<file path="config.mk">
export PLATFORM = sky130hd
export DESIGN_NAME = mcpu_ctrl_fsm
export DESIGN_NICKNAME = d
export VERILOG_FILES = /design/src/rtl/mcpu_ctrl_fsm.sv
export SDC_FILE = /design/constraint.sdc
export NUM_CORES = 1
export LEC_CHECK = 0
export ABC_CLOCK_PERIOD_IN_PS = 1900
export BUFFER_PORTS_ARGS = -buffer_cell sky130_fd_sc_hd__buf_2
export CAP_MARGIN = 10
export CORE_ASPECT_RATIO = 1.1
export CORE_UTILIZATION = 46
export DETAILED_ROUTE_END_ITERATION = 7
export PLACE_DENSITY = 0.93
export SLEW_MARGIN = 25
export SYNTH_ARGS = -nofsm -noshare
export SYNTH_HDL_FRONTEND = slang
export SYNTH_SLANG_ARGS = --single-unit
</file>
<file path="constraint.sdc">
create_clock -name clk -period 1.9 [get_ports clk]
set_input_delay 0.38 -clock clk [delete_from_list [all_inputs] [get_ports clk]]
set_output_delay 0.38 -clock clk [all_outputs]
set_load 0.1 [all_outputs]
</file>
<file path="src/rtl/mcpu_ctrl_fsm.sv">
// mcpu_ctrl_fsm: multi-cycle RV32I-subset control unit.
// Sequences a shared-ALU, single-memory datapath one state per clock and
// drives its mux selects, write enables and the MIO request handshake.
// Optional feature macro: MCPU_INSTRET_EN enables the retired-instruction
// counter on the instret port; without it instret is tied to zero.
module mcpu_ctrl_fsm #(
    parameter logic [3:0] RESET_STATE = 4'd0
) (
    input  logic        clk,
    input  logic        rstn,
    input  logic [4:0]  OPcode,
    input  logic [2:0]  Fun3,
    input  logic        Fun7,
    input  logic        zero,
    input  logic        MIO_ready,
    output logic        CPU_MIO,
    output logic        MemRW,
    output logic        IorD,
    output logic        IRWrite,
    output logic        PCWrite,
    output logic [1:0]  PCSource,
    output logic        RegWrite,
    output logic [1:0]  MemtoReg,
    output logic [1:0]  ALUSrc_A,
    output logic [1:0]  ALUSrc_B,
    output logic [3:0]  ALU_Control,
    output logic [2:0]  ImmSel,
    output logic        illegal,
    output logic [3:0]  state,
    output logic [31:0] instret
);

    typedef enum logic [3:0] {
        S_IF   = 4'd0,
        S_ID   = 4'd1,
        S_EXR  = 4'd2,
        S_EXI  = 4'd3,
        S_MA   = 4'd4,
        S_MR   = 4'd5,
        S_MW   = 4'd6,
        S_WB   = 4'd7,
        S_WBM  = 4'd8,
        S_BR   = 4'd9,
        S_JAL  = 4'd10,
        S_JALR = 4'd11,
        S_LUI  = 4'd12,
        S_ERR  = 4'd15
    } state_t;

    localparam logic [4:0] OP_R     = 5'b01100;
    localparam logic [4:0] OP_I     = 5'b00100;
    localparam logic [4:0] OP_LD    = 5'b00000;
    localparam logic [4:0] OP_ST    = 5'b01000;
    localparam logic [4:0] OP_BR    = 5'b11000;
    localparam logic [4:0] OP_JAL   = 5'b11011;
    localparam logic [4:0] OP_JALR  = 5'b11001;
    localparam logic [4:0] OP_LUI   = 5'b01101;
    localparam logic [4:0] OP_AUIPC = 5'b00101;

    localparam logic [3:0] ALU_AND  = 4'b0000;
    localparam logic [3:0] ALU_OR   = 4'b0001;
    localparam logic [3:0] ALU_ADD  = 4'b0010;
    localparam logic [3:0] ALU_SUB  = 4'b0110;
    localparam logic [3:0] ALU_SLT  = 4'b0111;
    localparam logic [3:0] ALU_SLTU = 4'b1001;
    localparam logic [3:0] ALU_XOR  = 4'b1100;
    localparam logic [3:0] ALU_SRL  = 4'b1101;
    localparam logic [3:0] ALU_SLL  = 4'b1110;
    localparam logic [3:0] ALU_SRA  = 4'b1111;

    localparam logic [2:0] IMM_U = 3'b000;
    localparam logic [2:0] IMM_I = 3'b001;
    localparam logic [2:0] IMM_S = 3'b010;
    localparam logic [2:0] IMM_B = 3'b011;
    localparam logic [2:0] IMM_J = 3'b100;

    // R-type operation decode: {legal, alu_op}; illegal combinations return 0.
    function automatic logic [4:0] r_alu(input logic [2:0] f3, input logic f7);
        case ({f3, f7})
            4'b0000: r_alu = {1'b1, ALU_ADD};
            4'b0001: r_alu = {1'b1, ALU_SUB};
            4'b0010: r_alu = {1'b1, ALU_SLL};
            4'b0100: r_alu = {1'b1, ALU_SLT};
            4'b0110: r_alu = {1'b1, ALU_SLTU};
            4'b1000: r_alu = {1'b1, ALU_XOR};
            4'b1010: r_alu = {1'b1, ALU_SRL};
            4'b1011: r_alu = {1'b1, ALU_SRA};
            4'b1100: r_alu = {1'b1, ALU_OR};
            4'b1110: r_alu = {1'b1, ALU_AND};
            default: r_alu = 5'b0_0000;
        endcase
    endfunction

    // I-type ALU operation decode; Fun7 only distinguishes srli from srai.
    function automatic logic [3:0] i_alu(input logic [2:0] f3, input logic f7);
        case (f3)
            3'b000:  i_alu = ALU_ADD;
            3'b001:  i_alu = ALU_SLL;
            3'b010:  i_alu = ALU_SLT;
            3'b011:  i_alu = ALU_SLTU;
            3'b100:  i_alu = ALU_XOR;
            3'b101:  i_alu = f7 ? ALU_SRA : ALU_SRL;
            3'b110:  i_alu = ALU_OR;
            default: i_alu = ALU_AND;
        endcase
    endfunction

    // Immediate format needed while the ID state computes OldPC+imm.
    function automatic logic [2:0] id_imm(input logic [4:0] op);
        case (op)
            OP_BR:            id_imm = IMM_B;
            OP_JAL:           id_imm = IMM_J;
            OP_AUIPC, OP_LUI: id_imm = IMM_U;
            default:          id_imm = IMM_I;
        endcase
    endfunction

    state_t state_q;
    state_t state_d;
    logic   mio_go;
    logic   exr_ok;
    logic [3:0] exr_op;

    // A completed memory access only counts while reset is released, so no
    // PC/IR write is requested once rstn has fallen.
    assign mio_go           = MIO_ready & rstn;
    assign {exr_ok, exr_op} = r_alu(Fun3, Fun7);

    // State register, asynchronously forced to the fetch state.
    always_ff @(posedge clk or negedge rstn) begin
        if (!rstn) begin
            state_q <= state_t'(RESET_STATE);
        end else begin
            state_q <= state_d;
        end
    end

    // Next-state and output decode; everything defaults to inactive.
    always_comb begin
        state_d     = state_q;
        CPU_MIO     = 1'b0;
        MemRW       = 1'b0;
        IorD        = 1'b0;
        IRWrite     = 1'b0;
        PCWrite     = 1'b0;
        PCSource    = 2'b00;
        RegWrite    = 1'b0;
        MemtoReg    = 2'b00;
        ALUSrc_A    = 2'b00;
        ALUSrc_B    = 2'b00;
        ALU_Control = 4'b0000;
        ImmSel      = 3'b000;
        case (state_q)
            S_IF: begin
                CPU_MIO     = 1'b1;
                ALUSrc_B    = 2'b01;
                ALU_Control = ALU_ADD;
                IRWrite     = mio_go;
                PCWrite     = mio_go;
                if (mio_go) begin
                    state_d = S_ID;
                end
            end
            S_ID: begin
                ALUSrc_A    = 2'b10;
                ALUSrc_B    = 2'b10;
                ALU_Control = ALU_ADD;
                ImmSel      = id_imm(OPcode);
                case (OPcode)
                    OP_R:         state_d = S_EXR;
                    OP_I:         state_d = S_EXI;
                    OP_LD, OP_ST: state_d = S_MA;
                    OP_BR:        state_d = S_BR;
                    OP_JAL:       state_d = S_JAL;
                    OP_JALR:      state_d = S_JALR;
                    OP_LUI:       state_d = S_LUI;
                    OP_AUIPC:     state_d = S_WB;
                    default:      state_d = S_ERR;
                endcase
            end
            S_EXR: begin
                ALUSrc_A    = 2'b01;
                ALUSrc_B    = 2'b00;
                ALU_Control = exr_op;
                state_d     = exr_ok ? S_WB : S_ERR;
            end
            S_EXI: begin
                ALUSrc_A    = 2'b01;
                ALUSrc_B    = 2'b10;
                ImmSel      = IMM_I;
                ALU_Control = i_alu(Fun3, Fun7);
                state_d     = S_WB;
            end
            S_MA: begin
                ALUSrc_A    = 2'b01;
                ALUSrc_B    = 2'b10;
                ALU_Control = ALU_ADD;
                ImmSel      = (OPcode == OP_ST) ? IMM_S : IMM_I;
                if (OPcode == OP_LD) begin
                    state_d = S_MR;
                end else if (OPcode == OP_ST) begin
                    state_d = S_MW;
                end else begin
                    state_d = S_ERR;
                end
            end
            S_MR: begin
                CPU_MIO = 1'b1;
                IorD    = 1'b1;
                if (mio_go) begin
                    state_d = S_WBM;
                end
            end
            S_MW: begin
                CPU_MIO = 1'b1;
                IorD    = 1'b1;
                MemRW   = 1'b1;
                if (mio_go) begin
                    state_d = S_IF;
                end
            end
            S_WB: begin
                RegWrite = 1'b1;
                MemtoReg = 2'b00;
                state_d  = S_IF;
            end
            S_WBM: begin
                RegWrite = 1'b1;
                MemtoReg = 2'b01;
                state_d  = S_IF;
            end
            S_BR: begin
                ALUSrc_A    = 2'b01;
                ALUSrc_B    = 2'b00;
                ALU_Control = ALU_SUB;
                PCSource    = 2'b01;
                case (Fun3)
                    3'b000: begin
                        PCWrite = zero;
                        state_d = S_IF;
                    end
                    3'b001: begin
                        PCWrite = ~zero;
                        state_d = S_IF;
                    end
                    default: state_d = S_ERR;
                endcase
            end
            S_JAL: begin
                // PC was already advanced to PC+4 in IF, so it is the link value.
                RegWrite = 1'b1;
                MemtoReg = 2'b10;
                PCWrite  = 1'b1;
                PCSource = 2'b01;
                state_d  = S_IF;
            end
            S_JALR: begin
                // Link write and PC load share one edge; the register file
                // therefore still sees the old PC+4.
                ALUSrc_A    = 2'b01;
                ALUSrc_B    = 2'b10;
                ALU_Control = ALU_ADD;
                ImmSel      = IMM_I;
                PCSource    = 2'b00;
                PCWrite     = 1'b1;
                RegWrite    = 1'b1;
                MemtoReg    = 2'b10;
                state_d     = S_IF;
            end
            S_LUI: begin
                RegWrite = 1'b1;
                MemtoReg = 2'b11;
                ImmSel   = IMM_U;
                state_d  = S_IF;
            end
            S_ERR: begin
                state_d = S_ERR;
            end
            default: begin
                state_d = S_ERR;
            end
        endcase
    end

    assign illegal = (state_q == S_ERR);
    assign state   = state_q;

`ifdef MCPU_INSTRET_EN
    logic [31:0] instret_q;
    logic        retire;

    // An instruction retires when any execution state hands back to fetch.
    assign retire = (state_q != S_IF) && (state_q != S_ERR) && (state_d == S_IF);

    // Retired-instruction counter, free-running wrap at 2^32.
    always_ff @(posedge clk or negedge rstn) begin
        if (!rstn) begin
            instret_q <= 32'h0;
        end else if (retire) begin
            instret_q <= instret_q + 32'd1;
        end
    end

    assign instret = instret_q;
`else
    assign instret = 32'h0;
`endif

endmodule
</file>
==> impl_metrics.tcl, run 1 <==
set metrics [dict create \
    status "stopped before the end" \
    ys_async_sr_fraction 1.00 \
    seq_area_frac_synth 0.0753 \
    dp_hpwl_um 3150 \
    cts_made_buffers 3 \
    yosysWarningCount 0 \
    start_util 0.483 \
    synth_top_cell_area_share 0.192 \
    synth-main-ff-cell "dfrtp_1" \
    synth_common_cells "34 x buf_4, 24 x nor2_1, 15 x nand2_1" \
    stop_stage "global routing (5_1_grt)" \
    synth.distinct_cells 51 \
    die_width_um 53.3 \
    cts.sinks 4 \
    synth.cell_area_um2 1330 \
    ctsRootBufferMaster "clkbuf_4" \
    ys_ff_latch 4 \
    synth.most_common_cell "buf_4" \
    placed_cells 289 \
    htreeDepth 1 \
    grt_max_degree 20 \
    synth_edf_count 0 \
    syn_inst 194 \
    place_congestion 0.901 \
    place_area_um2 2190 \
    cts_buffer_depth 2 \
    worstEndpointGrtRepair "ALU_Control[0]" \
    io_pins 71 \
    synth.area.top_cells "buf_4 19%, dfrtp_1 7.5%, nor2_1 6.8%, ha_1 4.7%, nand2_1 4.2%" \
    first-error "[ERROR DPL-0038] Utilization greater than 100%, impossible to legalize" \
    syn_area_per_cell_um2 6.86 \
    yosys.area.top_type "buf_4" \
    rows 20 \
    worst-ep-kind "output port" \
    numPortBuffers 37 \
    die_h_um 58.4 \
]
-- cells by family after synthesis --
kind of cell             Yosys count  share of synthesized area
flip-flops                         4                     0.0753
XOR/XNOR                           3                     0.0198
buffers and inverters             55                      0.266
AO/OA/AOI/OAI                     47                      0.254
other                              1                    0.00282
AND/OR/NAND/NOR                   79                      0.335
adder cells (fa/ha/maj)            5                     0.0470
-- what timing repair did --
action | 4_1_cts
gates resized for setup | 25
buffers inserted | 4
hold endpoints to repair | 4
setup endpoints to repair | 21
hold buffers | 1
pin swaps | 7
-- stage by stage --
step	setup WS (ns)	hold slack [ns]	setup TNS [ns]	utilization
after floorplan	-1.56	0.0844	-7.96	-
after detailed placement	-0.235	0.203	-1.10	0.795
after global placement	-0.180	0.199	-0.641	0.795
after CTS	-0.343	0.544	-4.45	0.849
==> inputs of run 2 (changes only) <==
--- a/config.mk
+++ b/config.mk
@@ -8,10 +8,10 @@
 export ABC_CLOCK_PERIOD_IN_PS = 1900
 export BUFFER_PORTS_ARGS = -buffer_cell sky130_fd_sc_hd__buf_2
 export CAP_MARGIN = 10
-export CORE_ASPECT_RATIO = 1.1
-export CORE_UTILIZATION = 46
+export CORE_AREA = 2 2 63 65
 export DETAILED_ROUTE_END_ITERATION = 7
-export PLACE_DENSITY = 0.93
+export DIE_AREA = 0 0 65 67
+export PLACE_DENSITY_LB_ADDON = 0.15
 export SLEW_MARGIN = 25
 export SYNTH_ARGS = -nofsm -noshare
 export SYNTH_HDL_FRONTEND = slang
==> run 2 against run 1 <==
  * The flow now finishes, with violations (setup timing)
  * Synthesized area did not move
  * Synthesized cell count did not move
==> impl_metrics.tcl, run 2 <==
set metrics [dict create \
    status "complete, but fails checks" \
    violations "setup timing" \
    grt_max_degree 16 \
    synth_top_cell_area_share 0.192 \
    path_max_fanout 2 \
    detail_route.iter0.violations 34 \
    endpoint_kind "primary output" \
    fin_crit_sh 1.17 \
    ys_ff_latch 4 \
    die_h_um 67 \
    fin_ws_ns -0.317 \
    seq_area_frac_synth 0.0753 \
    critPathTopFamily "simple AND/OR/NAND/NOR gates" \
    finalCriticalPeriod_ns 2.22 \
    cap_viol_max_count 0 \
    multiInputGateArea_um2 1310 \
    ys_async_sr_fraction 1.00 \
    clkLatencyLatePin_ns 0.22 \
    synth_edf_count 0 \
    die_width_um 65 \
    htreeDepth 1 \
    cts_tree "yes" \
    slowest_stage "or4b_4" \
    largest_reg_flops 4 \
    synth.distinct_cells 51 \
    drtPass1Iterations 4 \
    path_buf_inv 2 \
    grt-ovfl-total 0 \
    core_area_um2 3610 \
    final_layout_size_suffix_gt1_frac 0.540 \
    finClkSkew_ns 0.00458 \
    numPortBuffers 37 \
    die_area_um2 4360 \
    synth.most_common_cell "buf_4" \
    crit_arrival_ns 1.84 \
    dp_hpwl_um 3010 \
    final.fill_count 277 \
    postRouteAntennaNets 0 \
    nets 296 \
    io_pins 71 \
    critPathKind "reg -> out" \
    grt_pass1_wl_um 6450 \
    mostFrequentLayoutCell "buf_4" \
    layout.cells.most_common_list "46 x buf_4, 33 x conb_1, 22 x buf_12" \
    yosysWarningCount 0 \
    cts.sinks 4 \
    drc 0 \
    yosys.area.top_type "buf_4" \
    hp-class "in -> async" \
    final-setup-viol-count 19 \
    syn_area_per_cell_um2 6.86 \
    start_util 0.369 \
    wl_per_cell_um 12.1 \
    clk_transition_reported_paths_ns 0.03 \
    synth-main-ff-cell "dfrtp_1" \
    grt_pass1_vias 1405 \
    utilization 0.701 \
    cts_made_buffers 3 \
    antenna_cells 0 \
    cp.required_ns 1.52 \
    synth.cell_area_um2 1330 \
    synth.area.top_cells "buf_4 19%, dfrtp_1 7.5%, nor2_1 6.8%, ha_1 4.7%, nand2_1 4.2%" \
    slew_violations 0 \
    cp-start-kind "flop" \
    seqCellArea_um2 115 \
    place_congestion 0.807 \
    timing.fmax_mhz 451 \
    syn_to_final_growth_pct 90.1 \
    grt_util_all_layers 0.185 \
    postCtsHoldBufs 0 \
    hold_violations 0 \
    path_cells "or4b_4 -> buf_6 -> a21o_1 -> o21ai_4 -> buf_12" \
    syn_inst 194 \
    antenna_found_initial 0 \
    ctsRootBufferMaster "clkbuf_8" \
    rows 22 \
    vias 1520 \
    viasPerCell 4.69 \
    routed_wl_um 3920 \
    cts_buffer_depth 2 \
    max_stage_delay_ns 0.56 \
    synth_common_cells "34 x buf_4, 24 x nor2_1, 15 x nand2_1" \
    grt_setup_unrepaired "yes" \
]
## run 2: cell counts after synthesis
Identical to the previous run, type by type.
## run 2: per-layer routing
| metal | vias to the layer above | GRT usage | wire [µm] |
|---|---|---|---|
| met1 | 692 | 0.260 | 1860 |
| met3 | 3 | 0.0220 | 197 |
| met4 | 0 | 0.0399 | 22 |
| met5 | - | 0 | 0 |
| li1 | 774 | - | - |
| met2 | 51 | 0.302 | 1840 |
## run 2: timing repair
| action | 4_1_cts | 5_1_grt |
|---|---|---|
| pin swaps | 8 | 7 |
| endpoints found under the setup margin | 20 | 21 |
| resized for setup | 23 | 14 |
| setup buffers | 7 | 3 |
| endpoints found under the hold margin | 0 | 0 |
| cloned | 0 | 0 |
## run 2: through the flow
stage	cells	cell area [µm²]	setup TNS, ns	hold slack [ns]	setup slack (ns)
3_3_place_gp	311	2250	-0.822	0.283	-0.188
3_5_place_dp	311	2250	-0.980	0.282	-0.219
5_1_grt	324	2530	-4.55	0.0602	-0.348
4_1_cts	321	2430	-3.91	0.0483	-0.305
2_1_floorplan	226	1700	-7.96	0.0844	-1.56
6_report	324	2530	-3.55	0.0488	-0.317
## run 2: worst reg2reg max path, cell delays in order, from the launching register on
cell	delay, ns
dfrtp_4	0.47
or4b_4	0.56
buf_6	0.14
a21o_1	0.18
buf_4	0.13
buf_4	0.12
a41oi_1	0.18
## run 2: worst paths after layout
path | end | slack, ns | depth (start not counted) | start
min in group clk | state[1]$_DFFE_PN0P_ | 0.72 | 4 | OPcode[1]
worst max-delay path | ImmSel[0] | -0.32 | 5 | state[1]$_DFFE_PN0P_
max in group asynchronous | state[3]$_DFFE_PN0P_ | 1.73 | 2 | rstn
worst min-delay path | state[0]$_DFFE_PN0P_ | 0.05 | 2 | rstn
worst max register to register | state[0]$_DFFE_PN0P_ | 0.02 | 6 | state[1]$_DFFE_PN0P_
worst min register to register | state[1]$_DFFE_PN0P_ | 0.94 | 4 | state[3]$_DFFE_PN0P_
## run 2: kinds of logic after synthesis
logic type / synth area share
other cells: 0.00282
simple gates: 0.335
compound gates: 0.254
buf+inv: 0.266
xor+xnor: 0.0198
fa+ha+maj: 0.0470
flops: 0.0753
## run 2: area by class of cell
type,instances,area share
multi-input cells,167,0.518
repair buffers,92,0.380
flip-flops and latches,4,0.0455
well taps,48,0.0238
inverters,10,0.0168
clock buffers,3,0.0163
Power of run 2 is not shown: default switching activity piles up to over one toggle a cycle in this logic, so the estimate is an artifact.
==> inputs of run 3 (changes only) <==
==> constraint.sdc (replaced) <==
create_clock -name clk -period 1.9 [get_ports clk]
set_input_delay 0.38 -clock clk [delete_from_list [all_inputs] [get_ports clk]]
set_output_delay 0.38 -clock clk [all_outputs]
set_load 0.01 [all_outputs]
==> run 3 against run 2 <==
  * Sequential share of layout area grew 1.1 points
  * Via count down 3.8%
  * Die area unchanged
  * Clock skew fell by 0.0045 ns
  * Register-to-register slack better by 0.16 ns
  * Global-route usage decreased by 1.9 points
  * Cell count shrank 5.6%
  * The run still ends with setup timing left
==> impl_metrics.tcl, run 3 (synthesis gave the netlist of run 2 again) <==
set metrics [dict create \
    io_pins 71 \
    start_util 0.369 \
    finalCriticalPeriod_ns 2.02 \
    power_density_nw_per_um2 1380 \
    critPathKind "reg -> out" \
    p_sw_mw 1.21 \
    path_max_fanout 4 \
    drtPass1Iterations 4 \
    htreeDepth 1 \
    final_layout_size_suffix_gt1_frac 0.376 \
    grt_setup_unrepaired "yes" \
    path_buf_inv 1 \
    slew_violations 0 \
    path_cells "or4b_4 -> nor2_4 -> a21oi_2 -> nor4_2 -> buf_2" \
    final-setup-viol-count 10 \
    nets 278 \
    postRouteAntennaNets 0 \
    die_h_um 67 \
    mostFrequentLayoutCell "buf_2" \
    antenna_cells 0 \
    die_area_um2 4360 \
    grt_max_degree 30 \
    cap_viol_max_count 0 \
    grt_pass1_vias 1281 \
    p_int_mw 1.28 \
    clock_power_share 0.073 \
    clkLatencyLatePin_ns 0.22 \
    vdd_ir_drop_max_mv 0.559 \
    cts_made_buffers 3 \
    detail_route.iter0.violations 59 \
    violations "setup timing" \
    ctsRootBufferMaster "clkbuf_8" \
    critPathTopFamily "simple AND/OR/NAND/NOR gates" \
    cts_buffer_depth 2 \
    cts_tree "yes" \
    drc 0 \
    cts.sinks 4 \
    multiInputGateArea_um2 1060 \
    routed-wl-met3_um 224 \
    timing.fmax_mhz 495 \
    wl_per_cell_um 12.0 \
    grt_pass1_wl_um 5780 \
    status "complete, but fails checks" \
    maxUsedRoutingLayer "met4" \
    antenna_found_initial 0 \
    cp-start-kind "flop" \
    routed_wl_um 3680 \
    setup_tns_ns -0.656 \
    place_ws_ns -0.0650 \
    pwr-share-comb 0.846 \
    grt-ovfl-total 0 \
    slowest_stage "or4b_4" \
    leakagePower_nw 0.921 \
    pwr-share-seq 0.081 \
    clk_transition_reported_paths_ns 0.03 \
    syn_to_final_growth_pct 35.8 \
    seqCellArea_um2 103 \
    cp.required_ns 1.52 \
    hold_violations 0 \
    dp_hpwl_um 2670 \
    power_mw 2.49 \
    m1WireLength_um 1740 \
    fin_crit_sh 1.06 \
    place_area_um2 1550 \
    vias 1462 \
    place_congestion 0.795 \
    largest_reg_flops 4 \
    fin_area_um2 1810 \
    crit_arrival_ns 1.64 \
    final.fill_count 395 \
    fin_ws_ns -0.121 \
    finClkSkew_ns 0.000107 \
    hp-class "in -> async" \
    rows 22 \
    viasPerCell 4.78 \
    endpoint_kind "primary output" \
    max_stage_delay_ns 0.60 \
    layout.cells.most_common_list "38 x buf_2, 33 x conb_1, 31 x buf_4" \
    p_sw_frac 0.485 \
    grt_util_all_layers 0.166 \
    numPortBuffers 37 \
    routed-wl-met2_um 1650 \
    die_width_um 65 \
    core_area_um2 3610 \
    hold_slack_ns 0.0545 \
]
run 3: changes by cell type in the layout (fill, tap and decap cells not counted), moves of 5 or more:
cell	previous run	this run
nor2_1	16	23
buf_12	22	1
nor2_4	8	2
buf_2	16	38
buf_6	7	2
buf_4	46	31
run 3: metal layers:
| metal | track usage | vias up |
|---|---|---|
| li1 | - | 741 |
| met1 | 0.235 | 656 |
| met2 | 0.253 | 59 |
| met3 | 0.0304 | 6 |
| met4 | 0.0532 | 0 |
| met5 | 0 | - |
run 3: path summary, 6_finish.rpt:
path / from / to / cells past startpoint / slack, ns
min in group clk: OPcode[1] / state[1]$_DFFE_PN0P_ / 3 / 0.60
max reg2reg: state[2]$_DFFE_PN0P_ / state[1]$_DFFE_PN0P_ / 7 / 0.18
max in group asynchronous: rstn / state[3]$_DFFE_PN0P_ / 2 / 1.73
min: rstn / state[1]$_DFFE_PN0P_ / 2 / 0.05
max: state[1]$_DFFE_PN0P_ / ImmSel[1] / 5 / -0.12
min reg2reg: state[1]$_DFFE_PN0P_ / state[2]$_DFFE_PN0P_ / 2 / 0.71
run 3: stage by stage:
| step | instances | util |
|---|---|---|
| final | 306 | 0.501 |
| after global routing | 306 | 0.501 |
| after CTS | 294 | 0.457 |
| after detailed placement | 287 | 0.430 |
| after global placement | 287 | 0.430 |
| after floorplan | 226 | - |
run 3: worst reg2reg max path, delay by kind of cell, from the launching register on:
| kind | cells | cell delay [ns] |
|---|---|---|
| buffers and inverters | 4 | 0.57 |
| DFF | 1 | 0.44 |
| and+or+nand+nor | 1 | 0.29 |
| xor gates and xnor gates | 1 | 0.22 |
| AOI/OAI and AO/OA | 1 | 0.08 |
run 3: what timing repair did:
| action | CTS | global route |
|---|---|---|
| cloned | 0 | 2 |
| setup endpoints to repair | 9 | 14 |
| pin swaps | 4 | 3 |
| hold buffers | 0 | 0 |
| setup buffers | 4 | 10 |
| gates resized for setup | 7 | 17 |
run 3: cell type report:
type | count | area share
tap | 48 | 0.0332
inverter | 10 | 0.0229
clock buffer | 3 | 0.0229
timing repair buffer | 74 | 0.280
sequential | 4 | 0.0568
multi-input combinational | 167 | 0.584
run 3: power by group through the flow:
stage | registers [mW] | logic [mW] | clock network (mW)
2_1_floorplan | 0.197 | 1.15 | 0
4_1_cts | 0.192 | 1.79 | 0.184
6_report | 0.202 | 2.10 | 0.181
3_5_place_dp | 0.186 | 1.69 | 0
5_1_grt | 0.210 | 2.29 | 0.193
3_3_place_gp | 0.187 | 1.69 | 0
(Power assumes the default switching activity.)
==> inputs of run 4 (changes only) <==
--- a/config.mk
+++ b/config.mk
@@ -12,6 +12,7 @@
 export DETAILED_ROUTE_END_ITERATION = 7
 export DIE_AREA = 0 0 65 67
 export PLACE_DENSITY_LB_ADDON = 0.15
+export SETUP_SLACK_MARGIN = 0.15
 export SLEW_MARGIN = 25
 export SYNTH_ARGS = -nofsm -noshare
 export SYNTH_HDL_FRONTEND = slang
==> run 4 against run 3 <==
  * Highest routed layer unchanged
  * Cell count grew 2.3%
  * Clock-buffer cell count is the same
  * Routed wire length grew 9.5%
  * Largest power group unchanged
  * Largest cell class unchanged
  * Via count grew 3.5%
  * The run still ends with setup timing left
  * Total power grew 17%
==> impl_metrics.tcl, run 4 (synthesis gave the netlist of run 2 again) <==
set metrics [dict create \
    die_area_um2 4360 \
    place_ws_ns -0.0740 \
    core_area_um2 3610 \
    syn_to_final_growth_pct 52.0 \
    nets 285 \
    place_congestion 0.766 \
    die_h_um 67 \
    r2r_setup_slack_ns 0.22 \
    largest_reg_flops 4 \
    fin_crit_sh 1.08 \
    violations "setup timing" \
    slowest_stage "or4b_4" \
    crit_path_start "state[3]$_DFFE_PN0P_" \
    antenna_cells 0 \
    die_width_um 65 \
    utilization 0.561 \
    rr_startpoint "state[3]$_DFFE_PN0P_" \
    ctsRootBufferMaster "clkbuf_8" \
    cts.sinks 4 \
    htreeDepth 1 \
    timing.fmax_mhz 488 \
    crit_arrival_ns 1.67 \
    layout.cells.most_common_list "35 x buf_2, 33 x conb_1, 30 x buf_4" \
    grt_max_degree 13 \
    power_mw 2.91 \
    viasPerCell 4.83 \
    path_cells "or4b_4 -> nor2_2 -> a21oi_1 -> nor4_2 -> buf_2" \
    dp_hpwl_um 2640 \
    cts_buffer_depth 2 \
    hold_slack_ns 0.0564 \
    routed_wl_um 4030 \
    rows 22 \
    io_pins 71 \
    cp-start-kind "flop" \
    finalCriticalPeriod_ns 2.05 \
    power_density_nw_per_um2 1440 \
    antenna_found_initial 0 \
    cp.depth 5 \
    clk_transition_reported_paths_ns 0.04 \
    numPortBuffers 37 \
    vias 1513 \
    hp-class "in -> async" \
    cap_viol_max_count 0 \
    critPathTopFamily "simple AND/OR/NAND/NOR gates" \
    cp.required_ns 1.52 \
    wl_per_cell_um 12.9 \
    mostFrequentLayoutCell "buf_2" \
    cts_tree "yes" \
    fin_ws_ns -0.148 \
    leakagePower_nw 1.00 \
    path_max_fanout 3 \
    rr_worst_depth 5 \
    postCtsHoldBufs 0 \
    clkLatencyLatePin_ns 0.22 \
    grt_setup_unrepaired "yes" \
    detail_route.iter0.violations 73 \
    final-setup-viol-count 10 \
    vdd_ir_drop_max_mv 0.631 \
    grt-ovfl-total 0 \
    crit_path_end "ImmSel[1]" \
    grt_util_all_layers 0.179 \
    start_util 0.369 \
    final_layout_size_suffix_gt1_frac 0.457 \
    grt_pass1_wl_um 6150 \
    setup_tns_ns -0.713 \
    drtPass1Iterations 4 \
    path_buf_inv 1 \
    slew_violations 0 \
    grt_pass1_vias 1320 \
    max_stage_delay_ns 0.58 \
    status "complete, but fails checks" \
    postRouteAntennaNets 0 \
    critPathKind "reg -> out" \
    cts_made_buffers 3 \
    finClkSkew_ns 0.00530 \
    hold_violations 0 \
    drc 0 \
    r2r_end "state[0]$_DFFE_PN0P_" \
    endpoint_kind "primary output" \
]
run 4: how the worst min path moves through the flow:
stage	startpoint	end	depth (start not counted)
3_5_place_dp	rstn	state[1]$_DFFE_PN0P_	2
3_3_place_gp	rstn	state[1]$_DFFE_PN0P_	2
6_report	rstn	state[1]$_DFFE_PN0P_	2
2_1_floorplan	rstn	state[0]$_DFFE_PN0P_	0
5_1_grt	rstn	state[1]$_DFFE_PN0P_	2
4_1_cts	rstn	state[1]$_DFFE_PN0P_	2
run 4: layout make-up:
cell class,count,area [µm²]
Clock buffer,3,41.3
Multi-Input combinational cell,167,1150
Timing Repair Buffer,81,617
Sequential cell,4,101
Tap cell,48,60.1
Inverter,10,47.5
Fill cell,371,1580
run 4: metal layers:
layer	vias to the layer above	wire length [µm]	part of all wire	global-route usage
met2	61	2030	0.50	0.320
met5	-	0	0	0
li1	761	-	-	-
met3	2	238	0.059	0.0355
met4	0	11	0.0027	0.00798
met1	689	1750	0.43	0.234
run 4: through the flow:
stage / instances / cell area, µm²
after floorplan: 226 / 1460
after global placement: 287 / 1550
after detailed placement: 287 / 1550
after CTS: 311 / 1940
after global routing: 313 / 2020
final: 313 / 2020
run 4: power breakdown:
group / switching [mW] / internal (mW) / leakage (nW)
sequential: 0.0590 / 0.136 / 0.0457
combinational: 1.26 / 1.27 / 0.932
clock: 0.0504 / 0.136 / 0.0216
total: 1.37 / 1.54 / 1.00
run 4: repair_timing:
| action | 4_1_cts | 5_1_grt |
|---|---|---|
| setup buffers | 20 | 2 |
| gates resized for setup | 44 | 18 |
| gates cloned | 1 | 0 |
| pin swaps | 13 | 7 |
| endpoints found under the setup margin | 17 | 22 |
